===== src/rtl/b16_sram_responder_if.sv =====
// CPU-side request/response bus between the b16 memory port and the SRAM responder.
//   sel   : SRAM address-space decode hit
//   addr  : CPU byte address (bit 0 ignored by the responder)
//   r, w  : read request / byte write enables (w[1]=high byte, w[0]=low byte)
//   din   : write data
//   dout  : read data, valid while ready=1, held until the next read
//   ready : one-cycle completion pulse
interface b16_sram_responder_if;
    logic        sel;
    logic [15:0] addr;
    logic        r;
    logic [1:0]  w;
    logic [15:0] din;
    logic [15:0] dout;
    logic        ready;

    modport master (output sel, addr, r, w, din, input dout, ready);
    modport slave  (input sel, addr, r, w, din, output dout, ready);
endinterface


===== src/rtl/b16_sram_responder.sv =====
// Timed asynchronous-SRAM cycle engine for the b16 CPU memory port.
// Ports:
//   i_clk, i_reset    : clock, synchronous active-high reset
//   bus (slave)       : CPU request/response bus (sel/addr/r/w/din in, dout/ready out)
//   o_sram_addr       : {ADDR_HI, latched word address}
//   i_sram_dq         : SRAM data bus input
//   o_sram_dq         : SRAM data bus output, enabled by o_sram_dq_oe
//   o_sram_*_n        : SRAM strobes (ce, oe, we, ub, lb), all active-low
module b16_sram_responder #(
    parameter int unsigned WAIT_RD = 2,
    parameter int unsigned WAIT_WR = 2,
    parameter logic [2:0]  ADDR_HI = 3'b000
) (
    input  logic                       i_clk,
    input  logic                       i_reset,
    b16_sram_responder_if.slave        bus,
    output logic [17:0]                o_sram_addr,
    input  logic [15:0]                i_sram_dq,
    output logic [15:0]                o_sram_dq,
    output logic                       o_sram_dq_oe,
    output logic                       o_sram_ce_n,
    output logic                       o_sram_oe_n,
    output logic                       o_sram_we_n,
    output logic                       o_sram_ub_n,
    output logic                       o_sram_lb_n
);
    localparam int unsigned CNT_W = 4;
    localparam logic [CNT_W-1:0] RD_LOAD = CNT_W'(WAIT_RD - 1);
    localparam logic [CNT_W-1:0] WR_LOAD = CNT_W'(WAIT_WR - 1);

    localparam logic [2:0] ST_IDLE   = 3'd0;
    localparam logic [2:0] ST_RD     = 3'd1;
    localparam logic [2:0] ST_WSETUP = 3'd2;
    localparam logic [2:0] ST_WPULSE = 3'd3;
    localparam logic [2:0] ST_WHOLD  = 3'd4;
    localparam logic [2:0] ST_ACK    = 3'd5;

    logic [2:0]       r_state;
    logic [CNT_W-1:0] r_cnt;
    logic [17:0]      r_sram_addr;
    logic [15:0]      r_din;
    logic [1:0]       r_w;
    logic [15:0]      r_dout;
    logic             r_ready;
    logic             r_dq_oe;
    logic             r_ce_n, r_oe_n, r_we_n, r_ub_n, r_lb_n;

    logic [2:0]       w_state_nxt;
    logic [CNT_W-1:0] w_cnt_nxt;
    logic             w_req;
    logic             w_accept;
    logic             w_capture;
    logic [1:0]       w_w_nxt;
    logic             w_ready_nxt, w_dq_oe_nxt;
    logic             w_ce_n_nxt, w_oe_n_nxt, w_we_n_nxt, w_ub_n_nxt, w_lb_n_nxt;
    logic             w_unused;

    // Address bit 0 selects a byte within the word; the SRAM is word-addressed.
    assign w_unused = bus.addr[0];
    assign w_req    = bus.sel & (bus.r | (|bus.w));

    // Next state, wait counter, and pin values for the state being entered.
    always_comb begin
        w_state_nxt = r_state;
        w_cnt_nxt   = r_cnt;
        w_accept    = 1'b0;
        w_capture   = 1'b0;
        case (r_state)
            ST_IDLE: begin
                if (w_req) begin
                    w_accept = 1'b1;
                    w_cnt_nxt = RD_LOAD;
                    // Write wins over a simultaneous read.
                    w_state_nxt = (|bus.w) ? ST_WSETUP : ST_RD;
                end
            end
            ST_RD: begin
                if (r_cnt == '0) begin
                    w_capture   = 1'b1;
                    w_state_nxt = ST_ACK;
                end else begin
                    w_cnt_nxt = r_cnt - 1'b1;
                end
            end
            ST_WSETUP: begin
                w_cnt_nxt   = WR_LOAD;
                w_state_nxt = ST_WPULSE;
            end
            ST_WPULSE: begin
                if (r_cnt == '0) begin
                    w_state_nxt = ST_WHOLD;
                end else begin
                    w_cnt_nxt = r_cnt - 1'b1;
                end
            end
            ST_WHOLD: w_state_nxt = ST_ACK;
            ST_ACK:   w_state_nxt = ST_IDLE;
            default:  w_state_nxt = ST_IDLE;
        endcase

        w_w_nxt = w_accept ? bus.w : r_w;

        // Pins are registered, so decode them from the state being entered.
        w_ready_nxt = 1'b0;
        w_dq_oe_nxt = 1'b0;
        w_ce_n_nxt  = 1'b1;
        w_oe_n_nxt  = 1'b1;
        w_we_n_nxt  = 1'b1;
        w_ub_n_nxt  = 1'b1;
        w_lb_n_nxt  = 1'b1;
        case (w_state_nxt)
            ST_RD: begin
                w_ce_n_nxt = 1'b0;
                w_oe_n_nxt = 1'b0;
                w_ub_n_nxt = 1'b0;
                w_lb_n_nxt = 1'b0;
            end
            ST_WSETUP, ST_WPULSE, ST_WHOLD: begin
                w_ce_n_nxt  = 1'b0;
                w_dq_oe_nxt = 1'b1;
                w_we_n_nxt  = (w_state_nxt != ST_WPULSE);
                w_ub_n_nxt  = ~w_w_nxt[1];
                w_lb_n_nxt  = ~w_w_nxt[0];
            end
            ST_ACK:  w_ready_nxt = 1'b1;
            default: ;
        endcase
    end

    // State, request latches, and registered pins.
    always_ff @(posedge i_clk) begin
        if (i_reset) begin
            r_state     <= ST_IDLE;
            r_cnt       <= '0;
            r_sram_addr <= '0;
            r_din       <= '0;
            r_w         <= '0;
            r_dout      <= '0;
            r_ready     <= 1'b0;
            r_dq_oe     <= 1'b0;
            r_ce_n      <= 1'b1;
            r_oe_n      <= 1'b1;
            r_we_n      <= 1'b1;
            r_ub_n      <= 1'b1;
            r_lb_n      <= 1'b1;
        end else begin
            r_state <= w_state_nxt;
            r_cnt   <= w_cnt_nxt;
            if (w_accept) begin
                r_sram_addr <= {ADDR_HI, bus.addr[15:1]};
                r_din       <= bus.din;
                r_w         <= bus.w;
            end
            if (w_capture) begin
                r_dout <= i_sram_dq;
            end
            r_ready <= w_ready_nxt;
            r_dq_oe <= w_dq_oe_nxt;
            r_ce_n  <= w_ce_n_nxt;
            r_oe_n  <= w_oe_n_nxt;
            r_we_n  <= w_we_n_nxt;
            r_ub_n  <= w_ub_n_nxt;
            r_lb_n  <= w_lb_n_nxt;
        end
    end

    assign bus.dout     = r_dout;
    assign bus.ready    = r_ready;
    assign o_sram_addr  = r_sram_addr;
    assign o_sram_dq    = r_din;
    assign o_sram_dq_oe = r_dq_oe;
    assign o_sram_ce_n  = r_ce_n;
    assign o_sram_oe_n  = r_oe_n;
    assign o_sram_we_n  = r_we_n;
    assign o_sram_ub_n  = r_ub_n;
    assign o_sram_lb_n  = r_lb_n;
endmodule


===== src/flat_wrapper.sv =====
// flat-port wrapper written by rule: the top's interface ports become plain ports
module b16_sram_responder_flat 
#(
    parameter int unsigned WAIT_RD = 2,
    parameter int unsigned WAIT_WR = 2,
    parameter logic [2:0]  ADDR_HI = 3'b000
)
  (i_clk, i_reset, o_sram_addr, i_sram_dq, o_sram_dq, o_sram_dq_oe, o_sram_ce_n, o_sram_oe_n, o_sram_we_n, o_sram_ub_n, o_sram_lb_n, bus_sel, bus_addr, bus_r, bus_w, bus_din, bus_dout, bus_ready);
  b16_sram_responder_if bus_i ();
  input  logic i_clk;
  input  logic i_reset;
  output logic [17:0] o_sram_addr;
  input  logic [15:0] i_sram_dq;
  output logic [15:0] o_sram_dq;
  output logic o_sram_dq_oe;
  output logic o_sram_ce_n;
  output logic o_sram_oe_n;
  output logic o_sram_we_n;
  output logic o_sram_ub_n;
  output logic o_sram_lb_n;
  input wire logic [$bits(bus_i.sel)-1:0] bus_sel;
  input wire logic [$bits(bus_i.addr)-1:0] bus_addr;
  input wire logic [$bits(bus_i.r)-1:0] bus_r;
  input wire logic [$bits(bus_i.w)-1:0] bus_w;
  input wire logic [$bits(bus_i.din)-1:0] bus_din;
  output wire logic [$bits(bus_i.dout)-1:0] bus_dout;
  output wire logic [$bits(bus_i.ready)-1:0] bus_ready;
  assign bus_i.sel = bus_sel;
  assign bus_i.addr = bus_addr;
  assign bus_i.r = bus_r;
  assign bus_i.w = bus_w;
  assign bus_i.din = bus_din;
  assign bus_dout = bus_i.dout;
  assign bus_ready = bus_i.ready;
  b16_sram_responder #(.WAIT_RD(WAIT_RD), .WAIT_WR(WAIT_WR), .ADDR_HI(ADDR_HI)) u_core (.i_clk(i_clk), .i_reset(i_reset), .bus(bus_i), .o_sram_addr(o_sram_addr), .i_sram_dq(i_sram_dq), .o_sram_dq(o_sram_dq), .o_sram_dq_oe(o_sram_dq_oe), .o_sram_ce_n(o_sram_ce_n), .o_sram_oe_n(o_sram_oe_n), .o_sram_we_n(o_sram_we_n), .o_sram_ub_n(o_sram_ub_n), .o_sram_lb_n(o_sram_lb_n));
endmodule

===== config.mk =====
export PLATFORM = sky130hd
export DESIGN_NAME = b16_sram_responder_flat
export DESIGN_NICKNAME = d
export VERILOG_FILES = /design/src/rtl/b16_sram_responder_if.sv /design/src/rtl/b16_sram_responder.sv /design/src/flat_wrapper.sv
export SDC_FILE = /design/constraint.sdc
export NUM_CORES = 1
export LEC_CHECK = 0
export BUFFER_PORTS_ARGS = -buffer_cell sky130_fd_sc_hd__buf_2
export CAP_MARGIN = 0
export CORE_MARGIN = 1
export CORE_UTILIZATION = 47
export CTS_CLUSTER_SIZE = 20
export DETAILED_ROUTE_END_ITERATION = 12
export MAX_ROUTING_LAYER = met4
export PLACE_DENSITY_LB_ADDON = 0.2
export SETUP_SLACK_MARGIN = 0.05
export SYNTH_ARGS = -nofsm -noshare
export SYNTH_HDL_FRONTEND = slang
export SYNTH_SLANG_ARGS = --single-unit
export TNS_END_PERCENT = 5

===== constraint.sdc =====
create_clock -name i_clk -period 4.9 [get_ports i_clk]
set_clock_uncertainty 0.15 [all_clocks]
set_input_delay 0.245 -clock i_clk [delete_from_list [all_inputs] [get_ports i_clk]]
set_output_delay 0.245 -clock i_clk [all_outputs]
set_load 0.05 [all_outputs]

# Word-level counts from Yosys, hierarchy flattened
# Cells that the tools add are included.
dict set report totals {
  output_inout_bits 57
  ff_bits 63
  wordCells 59
  inputBits 54
}
dict set report classes {
  reduce_logical 9
  n_addsub 1
  n_mux 19
  n_bitwise 5
  n_eq_ne 12
}
# operator n
set op_table {}
lappend op_table {{3-bit one-hot mux with 5 select lines} 1}
lappend op_table {{3-bit by 2-bit equality test with 1-bit output, second input constant} 4}
lappend op_table {{4-bit one-hot mux with 3 select lines} 1}
lappend op_table {{3-bit equality test, second input constant} 3}
lappend op_table {{3-bit 2-to-1 mux} 3}
lappend op_table {{1-bit 2-to-1 mux} 8}
lappend op_table {{4-bit 2-to-1 mux} 2}
lappend op_table {{3-bit by 1-bit equality test with 1-bit output, second input constant} 2}
lappend op_table {{2-bit OR reduction} 3}
lappend op_table {{4-bit zero test} 1}
lappend op_table {{2-bit 2-to-1 mux} 2}
lappend op_table {{1-bit one-hot mux with 2 select lines} 2}
lappend op_table {{4-bit OR reduction} 1}
lappend op_table {{4-bit by 1-bit subtractor with 4-bit output, second input constant} 1}
lappend op_table {{3-bit zero test} 1}
lappend op_table {{3-bit by 2-bit != test with 1-bit output, second input constant} 1}
lappend op_table {{1-bit NOT} 3}
lappend op_table {{3-bit AND reduction} 1}
lappend op_table {{3-bit nonzero test} 1}
lappend op_table {{3-bit OR reduction} 1}
lappend op_table {{2-bit by 1-bit != test with 1-bit output, second input constant} 1}
lappend op_table {{2-bit != test, second input constant} 1}
lappend op_table {{1-bit bitwise AND} 1}
lappend op_table {{1-bit OR} 1}

# Logic depth before layout (Yosys ltp)
# Gate-level depths: netlist of run 1.
dict set report depth {
  word_depth 9
  ltp_mapped 7
  ltp_nobuf 6
}

# Least setup slack after synthesis of run 1
# OpenSTA, ideal clock, no wires.
dict set report synth_path {
  path_kind {register -> register}
  startpoint {register u_core.r_cnt[0]}
  endpoint {register u_core.r_dout[0] (netlist: u_core.bus.dout[0])}
  required_ns 4.634
  path_stages_with_launch 8
  n_path_buf 1
  period_less_slack_ns 2.009
  t_arrival_ns 1.743
  setup_time_ns 0.116
  setup_slack_ns 2.891
  path_cell_list {dfxtp_1 inv_1 ha_1 or3b_4 nor3_4 buf_12 mux2i_1 nor2_1}
}
dict set report synth_between {
  elab_chain_cells 3
}
# element line_no
set synth_lines {}
lappend synth_lines {{start: declaration} b16_sram_responder.sv:39} ;# logic [CNT_W-1:0] r_cnt;
lappend synth_lines {{start signal: assignment} b16_sram_responder.sv:148} ;# r_cnt <= w_cnt_nxt;
lappend synth_lines {{4-bit zero test} b16_sram_responder.sv:78} ;# if (r_cnt == '0) begin
lappend synth_lines {{1-bit 2-to-1 mux} b16_sram_responder.sv:78}
lappend synth_lines {{1-bit 2-to-1 mux} b16_sram_responder.sv:68} ;# case (r_state)
lappend synth_lines {{end signal: assignment} b16_sram_responder.sv:155} ;# r_dout <= i_sram_dq;
lappend synth_lines {{end: declaration} b16_sram_responder.sv:43} ;# logic [15:0] r_dout;
# Every way passes these cells.
# A chain may end at the register's enable or synchronous reset.

# Final worst setup path of run 1
dict set report layout_path {
  startpoint {register u_core.r_cnt[0]}
  endpoint {register u_core.r_dout[6] (netlist: u_core.bus.dout[6])}
}
# Same word-level chain as after synthesis.

==> results by group, run 1 <==
Drt
  – Final WL: 6.21 mm
  – Routed Antenna Nets: 0
  – Drt via density: 4.74
  – Vias: 2334
  – Drt first pass iters: 4
  – Routed wire per std cell: 12.6 µm
  – DR DRC count: 0
  – 1st-iter DRT viols: 97

Timing
  – Worst rel slew slack: 0.231
  – Worst setup margin: 2.38 ns
  – Max Slew Vio Count: 0
  – Final period utilization: 0.515
  – Final setup viols: 0
  – Fmax: 396 MHz
  – Minimum clock period after layout: 2.52 ns
  – Unrepaired setup endpoints after global routing: no
  – Hold Fails Final Rpt: 0
  – Sum Neg Setup Slack: 0 ns
  – Worst-margin pin slew: 1.15 ns

Clock network
  – CTS tree: done
  – Clk pin slew, worst setup/hold paths: 0.06 ns
  – Worst-Skew Late Latency: 0.33 ns
  – H-tree Lvls: 3
  – Clock buffer depth: 2
  – TritonCTS Sinks: 63
  – CTS Buf Count: 9
  – Root buffer cell: clkbuf_8

Finish
  – Post-layout util: 0.728
  – Final #Nets: 477
  – Area Growth Syn to Fin: 44.8%
  – Share of layout cells above drive strength 1: 0.287
  – Diode count: 0

Floorplanning
  – Die height: 74.0 µm
  – Num rows: 25
  – Die area: 0.00548 mm²
  – Core Box Area: 0.00485 mm²
  – Initial Utilization: 0.503
  – Boundary pin count: 111
  – Die W: 74.0 µm

Setup path
  – CP Max Fanout: 16
  – Worst r2r dst: u_core.bus.dout[6]$_SDFFE_PP0P_
  – Sum of buffers and inverters on the critical path: 1
  – Worst reg-to-reg path cell count: 6
  – Arrival time at the worst endpoint: 2.55 ns
  – CP max-delay cell: nor3_4
  – Critical Path Sink Type: flop
  – Worst-path cell chain: inv_1, ha_1, or3b_4, nor3_4, mux2i_1, nor2_1
  – R2R Setup Slk: 2.38 ns
  – Max incr delay on CP: 0.83 ns
  – Critical path type: flop to flop
  – Reg-to-reg startpoint: u_core.r_cnt[0]$_SDFFE_PP0P_
  – CP Launch Type: flop
  – Worst Path Required: 4.93 ns
  – Delay-heaviest family, CP: simple AND/OR/NAND/NOR gates

Placed design
  – Hpwl dp: 3.47 mm
  – Gpl congestion: 0.894
  – Dpl ws: 2.41 ns
  – Port bufs: 106

Global route
  – Initial antenna violation count: 0
  – Largest net degree at the start of global routing: 58
  – Number of global-route vias before repair: 2130
  – GR Util All Layers: 0.243
  – First-pass GRT wire length: 9.56 mm
  – GRT Residual Overflow: 0

Worst hold path
  – Min-Delay Path Depth: 3
  – WHS Endpoint: u_core.bus.dout[10]$_SDFFE_PP0P_
  – Worst hold path type: input port to flop
  – Hold Startpoint: i_sram_dq[10]

Yosys
  – Most frequent cells after synthesis: nand2_1, dfxtp_1, a21oi_1
  – Synthesized area: 0.00244 mm²
  – Share of the synthesized area in the top cell type: 0.517
  – Number of synthesis warnings: 0
  – Cell taking the most area after synthesis: dfxtp_1
  – Register bit total from synthesis: 63
  – Count leader, synth: nand2_1
  – EDFF count, synth: 0
  – Top_reg_cell synth: dfxtp_1
  – Synth cell types: 39
  – Sequential share of the synthesized area: 0.517
  – Mapped Cells: 279
  – Async set-reset flop share out of synthesis: 0
  – Main area contributors after synthesis: dfxtp_1, nand2_1, a21oi_1, mux2i_1, nor2_1
  – Post-Syn Area per Cell: 8.74 µm²

Power
  – Design Power: 1.77 mW
  – Leakage power: 1.61 nW
  – PD cells: 500 mW/mm²
  – Peak VDD IR: 338 µV

Job
  – Max cap viols: 0

Outcome
  – Status: finished clean
-- cells in the final DEF, fill, tap and decap left out, types with 2 or more instances in the layout --
master	instances
inv_1	7
a211oi_1	2
a31oi_1	2
nor2_1	22
or2_1	2
nor3_1	4
a21o_1	3
o31ai_1	2
buf_2	106
conb_1	3
mux2i_1	16
dlygate4sd3_1	44
nand2_1	73
xnor2_1	2
clkbuf_8	11
clkbuf_1	2
a21oi_1	40
dfxtp_1	63
nand3_1	2
-- sequential cells by signal (all words and copies together) (netlist names) --
signal and count:
u_core.o_sram_ce_n 1, u_core.o_sram_dq_oe 1, u_core.r_state 3, u_core.o_sram_dq 16
u_core.o_sram_lb_n 1, u_core.o_sram_we_n 1, u_core.bus.ready 1, u_core.o_sram_addr 15
u_core.o_sram_oe_n 1, u_core.r_cnt 4, u_core.o_sram_ub_n 1, u_core.bus.dout 16
u_core.r_w 2
-- per-stage QoR --
stage,area [µm²],hold WS [ns],instances
2_1_floorplan,2440,0.228,281
6_report,3530,0.00812,492
4_1_cts,3530,0.0000688,492
5_1_grt,3530,0.0188,492
3_3_place_gp,2920,0.289,434
3_5_place_dp,2920,0.293,434
-- worst max path at each step --
stage                                 start                         endpoint  slack (ns)  cells after the start
3_5_place_dp   u_core.r_cnt[0]$_SDFFE_PP0P_  u_core.bus.dout[2]$_SDFFE_PP0P_        2.41                      6
5_1_grt        u_core.r_cnt[0]$_SDFFE_PP0P_  u_core.bus.dout[6]$_SDFFE_PP0P_        2.22                      6
3_3_place_gp   u_core.r_cnt[0]$_SDFFE_PP0P_  u_core.bus.dout[2]$_SDFFE_PP0P_        2.48                      6
2_1_floorplan  u_core.r_cnt[0]$_SDFFE_PP0P_  u_core.bus.dout[0]$_SDFFE_PP0P_        2.89                      7
6_report       u_core.r_cnt[0]$_SDFFE_PP0P_  u_core.bus.dout[6]$_SDFFE_PP0P_        2.38                      6
4_1_cts        u_core.r_cnt[0]$_SDFFE_PP0P_  u_core.bus.dout[2]$_SDFFE_PP0P_        2.41                      6
-- where the power goes --
| group | internal (mW) | switching (mW) |
|---|---|---|
| combinational | 0.224 | 0.487 |
| sequential | 0.604 | 0.0647 |
| clock | 0.205 | 0.180 |
-- cell families after synthesis --
family	after synthesis	synth area share
AOI/OAI and AO/OA	56	0.132
xor gates and xnor gates	2	0.00719
adders and majority gates	1	0.00513
buffers and inverters	27	0.0662
DFF	63	0.517
muxes	16	0.0657
other	1	0.00154
and+or+nand+nor	113	0.204
-- layer usage --
metal  wire [µm]  GRT usage
met5           0          -
met1        2660      0.267
met3         418     0.0813
met2        2990      0.393
met4         141      0.122
-- what timing repair did --
action / in CTS / in global routing
hold buffers: 44 / 0
endpoints found under the setup margin: 0 / 0
setup buffers: 0 / 0
endpoints found under the hold margin: 44 / 0
resized for setup: 0 / 0
-- worst reg2reg max path, delay by kind of cell (launching register included) --
family                     cells  cell delay, ns
and+or+nand+nor                3            1.32
adders and majority gates      1            0.21
buffers and inverters          1            0.09
DFF                            1            0.31
muxes                          1            0.28
-- area by class of cell --
cell class / count / area [µm²]
Fill cell: 381 / 1320
Sequential cell: 63 / 1260
Multi-Input combinational cell: 191 / 1020
Timing Repair Buffer: 150 / 971
Clock buffer: 13 / 159
Tap cell: 67 / 83.8
Inverter: 7 / 26.3
Clock inverter: 1 / 5.00
No activity file was read; power rests on OpenSTA's default activity.
==> run 2, diff against run 1 <==
- CORE_UTILIZATION: 47 -> 42
- clock period: 4.9 -> 2.3 ns (I/O delays scaled with it)
==> run 2 against run 1 <==
Count of clock-buffer cells in the layout down 1. Register-to-register slack got worse by 2.1 ns. Clock power rose by 150%. Hold slack better by 0.025 ns. Worst setup slack worse by 2.1 ns. Die area up 12%. Sequential cell count unchanged. Critical path type unchanged.
==> results by group, run 2 (synthesis gave the netlist of run 1 again) <==
Outcome
  – Status: finished clean

Setup path
  – Critical path type: flop to flop
  – Arrival time at the worst endpoint: 2.08 ns
  – Max incr delay on CP: 0.43 ns
  – Worst-path cell chain: inv_1, ha_1, or3b_4, nor3_4, buf_4, mux2i_1, nor2_1
  – Sum of buffers and inverters on the critical path: 2
  – Delay-heaviest family, CP: simple AND/OR/NAND/NOR gates
  – Critical Path Sink Type: flop
  – Worst Path Required: 2.37 ns
  – CP Max Fanout: 10
  – CP max-delay cell: or3b_4
  – CP Launch Type: flop

Global route
  – GR Util met3: 0.0488
  – Grt met2 use: 0.349
  – Initial antenna violation count: 0
  – First-pass GRT wire length: 9.67 mm
  – Busiest layer in global routing: met2
  – Met1 usage: 0.230
  – Number of global-route vias before repair: 2236
  – Largest net degree at the start of global routing: 36
  – GRT Residual Overflow: 0
  – GR Util All Layers: 0.206

Clock network
  – Cts hold-fix bufs: 50
  – Root buffer cell: clkbuf_8
  – TritonCTS Sinks: 63
  – Worst-Skew Late Latency: 0.32 ns
  – CTS tree: done
  – Clk pin slew, worst setup/hold paths: 0.07 ns
  – H-tree Lvls: 3
  – Quantity of gates resized following cts: 0
  – Clock buffer depth: 2
  – Postcts setup bufs: 0
  – CTS Buf Count: 9

Timing
  – Minimum clock period after layout: 2.02 ns
  – Fmax: 496 MHz
  – Final setup viols: 0
  – Sum Neg Setup Slack: 0 ns
  – Final period utilization: 0.876
  – Unrepaired setup endpoints after global routing: no
  – Worst setup margin: 0.284 ns
  – Worst rel slew slack: 0.649
  – Hold Fails Final Rpt: 0
  – Worst-margin pin slew: 0.527 ns
  – Max Slew Vio Count: 0

Power
  – Switching power: 1.57 mW
  – Leakage power: 1.68 nW
  – Clock network power share: 0.242
  – PD cells: 1060 mW/mm²
  – Peak VDD IR: 631 µV
  – Switching share of power: 0.401
  – Logic pwr share: 0.395
  – Pint: 2.34 mW
  – Seq pwr share: 0.363

Finish
  – Share of layout cells above drive strength 1: 0.297
  – Post-layout util: 0.663
  – Most frequent cells in the layout: buf_2, nand2_1, dfxtp_1, dlygate4sd3_1, a21oi_1
  – Leading cell type in the layout, fill and taps excluded: buf_2
  – Area Growth Syn to Fin: 50.7%
  – Fill cell count: 461
  – Design area: 0.00367 mm²
  – Fin cells: 510
  – FF+latch area: 0.00126 mm²
  – Diode count: 0
  – Final #Nets: 489
  – Area of the multi-input gates: 0.00102 mm²

Placed design
  – Placed insts: 445
  – Port bufs: 106
  – Placed cell areas: 0.00298 mm²
  – Hpwl dp: 3.63 mm
  – Gpl congestion: 0.824
  – Dpl ws: 0.292 ns

Drt
  – DR DRC count: 0
  – Routed Antenna Nets: 0
  – Vias: 2383
  – Routed wire per std cell: 11.8 µm
  – Drt first pass iters: 4
  – 1st-iter DRT viols: 139
  – Drt via density: 4.67
  – Final WL: 6.01 mm

Floorplanning
  – Core Box Area: 0.00554 mm²
  – Initial Utilization: 0.440
  – Die height: 78.2 µm
  – Die W: 78.2 µm
  – Boundary pin count: 111
  – Die area: 0.00611 mm²
  – Num rows: 27

Job
  – Max cap viols: 0

Worst hold path
  – Worst hold path type: input port to flop
[run 2: cell types whose count changed in the layout (fill, tap and decap cells not counted)]
cell | before | now
dlygate4sd3_1 | 44 | 50
buf_4 | 0 | 6
clkbuf_1 | 2 | 1
clkinvlp_4 | 0 | 1
bufinv_16 | 0 | 1
[run 2: final timing paths]
path / start / to / cells past startpoint / slack, ns
min reg2reg: u_core.o_sram_addr[13]$_SDFFE_PP0P_ / u_core.o_sram_addr[13]$_SDFFE_PP0P_ / 2 / 0.30
max: u_core.r_cnt[0]$_SDFFE_PP0P_ / u_core.bus.dout[1]$_SDFFE_PP0P_ / 7 / 0.28
max reg2reg: u_core.r_cnt[0]$_SDFFE_PP0P_ / u_core.bus.dout[1]$_SDFFE_PP0P_ / 7 / 0.28
min: bus_sel / u_core.o_sram_oe_n$_SDFF_PP1_ / 4 / 0.03
[run 2: final cells by class]
| class | count | share of cell area |
|---|---|---|
| inverter | 7 | 0.00715 |
| clock inverter | 3 | 0.0116 |
| tap | 72 | 0.0245 |
| timing repair buffer | 162 | 0.293 |
| sequential | 63 | 0.343 |
| clock buffer | 12 | 0.0422 |
| multi-input combinational | 191 | 0.278 |
[run 2: routing by layer]
layer	wire, µm	vias up
li1	-	1228
met1	2640	1053
met2	2860	88
met3	385	14
met4	127	0
met5	0	-
[run 2: through the flow]
stage | total power, mW | hold slack [ns]
after floorplan | 2.62 | 0.0984
after CTS | 3.93 | 0.0193
after detailed placement | 2.92 | 0.209
after global placement | 2.90 | 0.199
final | 3.91 | 0.0328
after global routing | 4.12 | 0.0378
[run 2: power groups by stage]
stage | Combinational, mW | Clock [mW] | Sequential [mW]
final | 1.54 | 0.947 | 1.42
after global routing | 1.66 | 1.02 | 1.44
after CTS | 1.54 | 0.970 | 1.42
after detailed placement | 1.48 | 0 | 1.44
after global placement | 1.46 | 0 | 1.44
after floorplan | 0.696 | 0 | 1.93
[run 2: tightest hold or removal path: cells and delay by family]
| family | cells | cell delay (ns) |
|---|---|---|
| buffers and inverters | 1 | 0.13 |
| AND/OR/NAND/NOR | 2 | 0.16 |
| AO/OA/AOI/OAI | 1 | 0.07 |
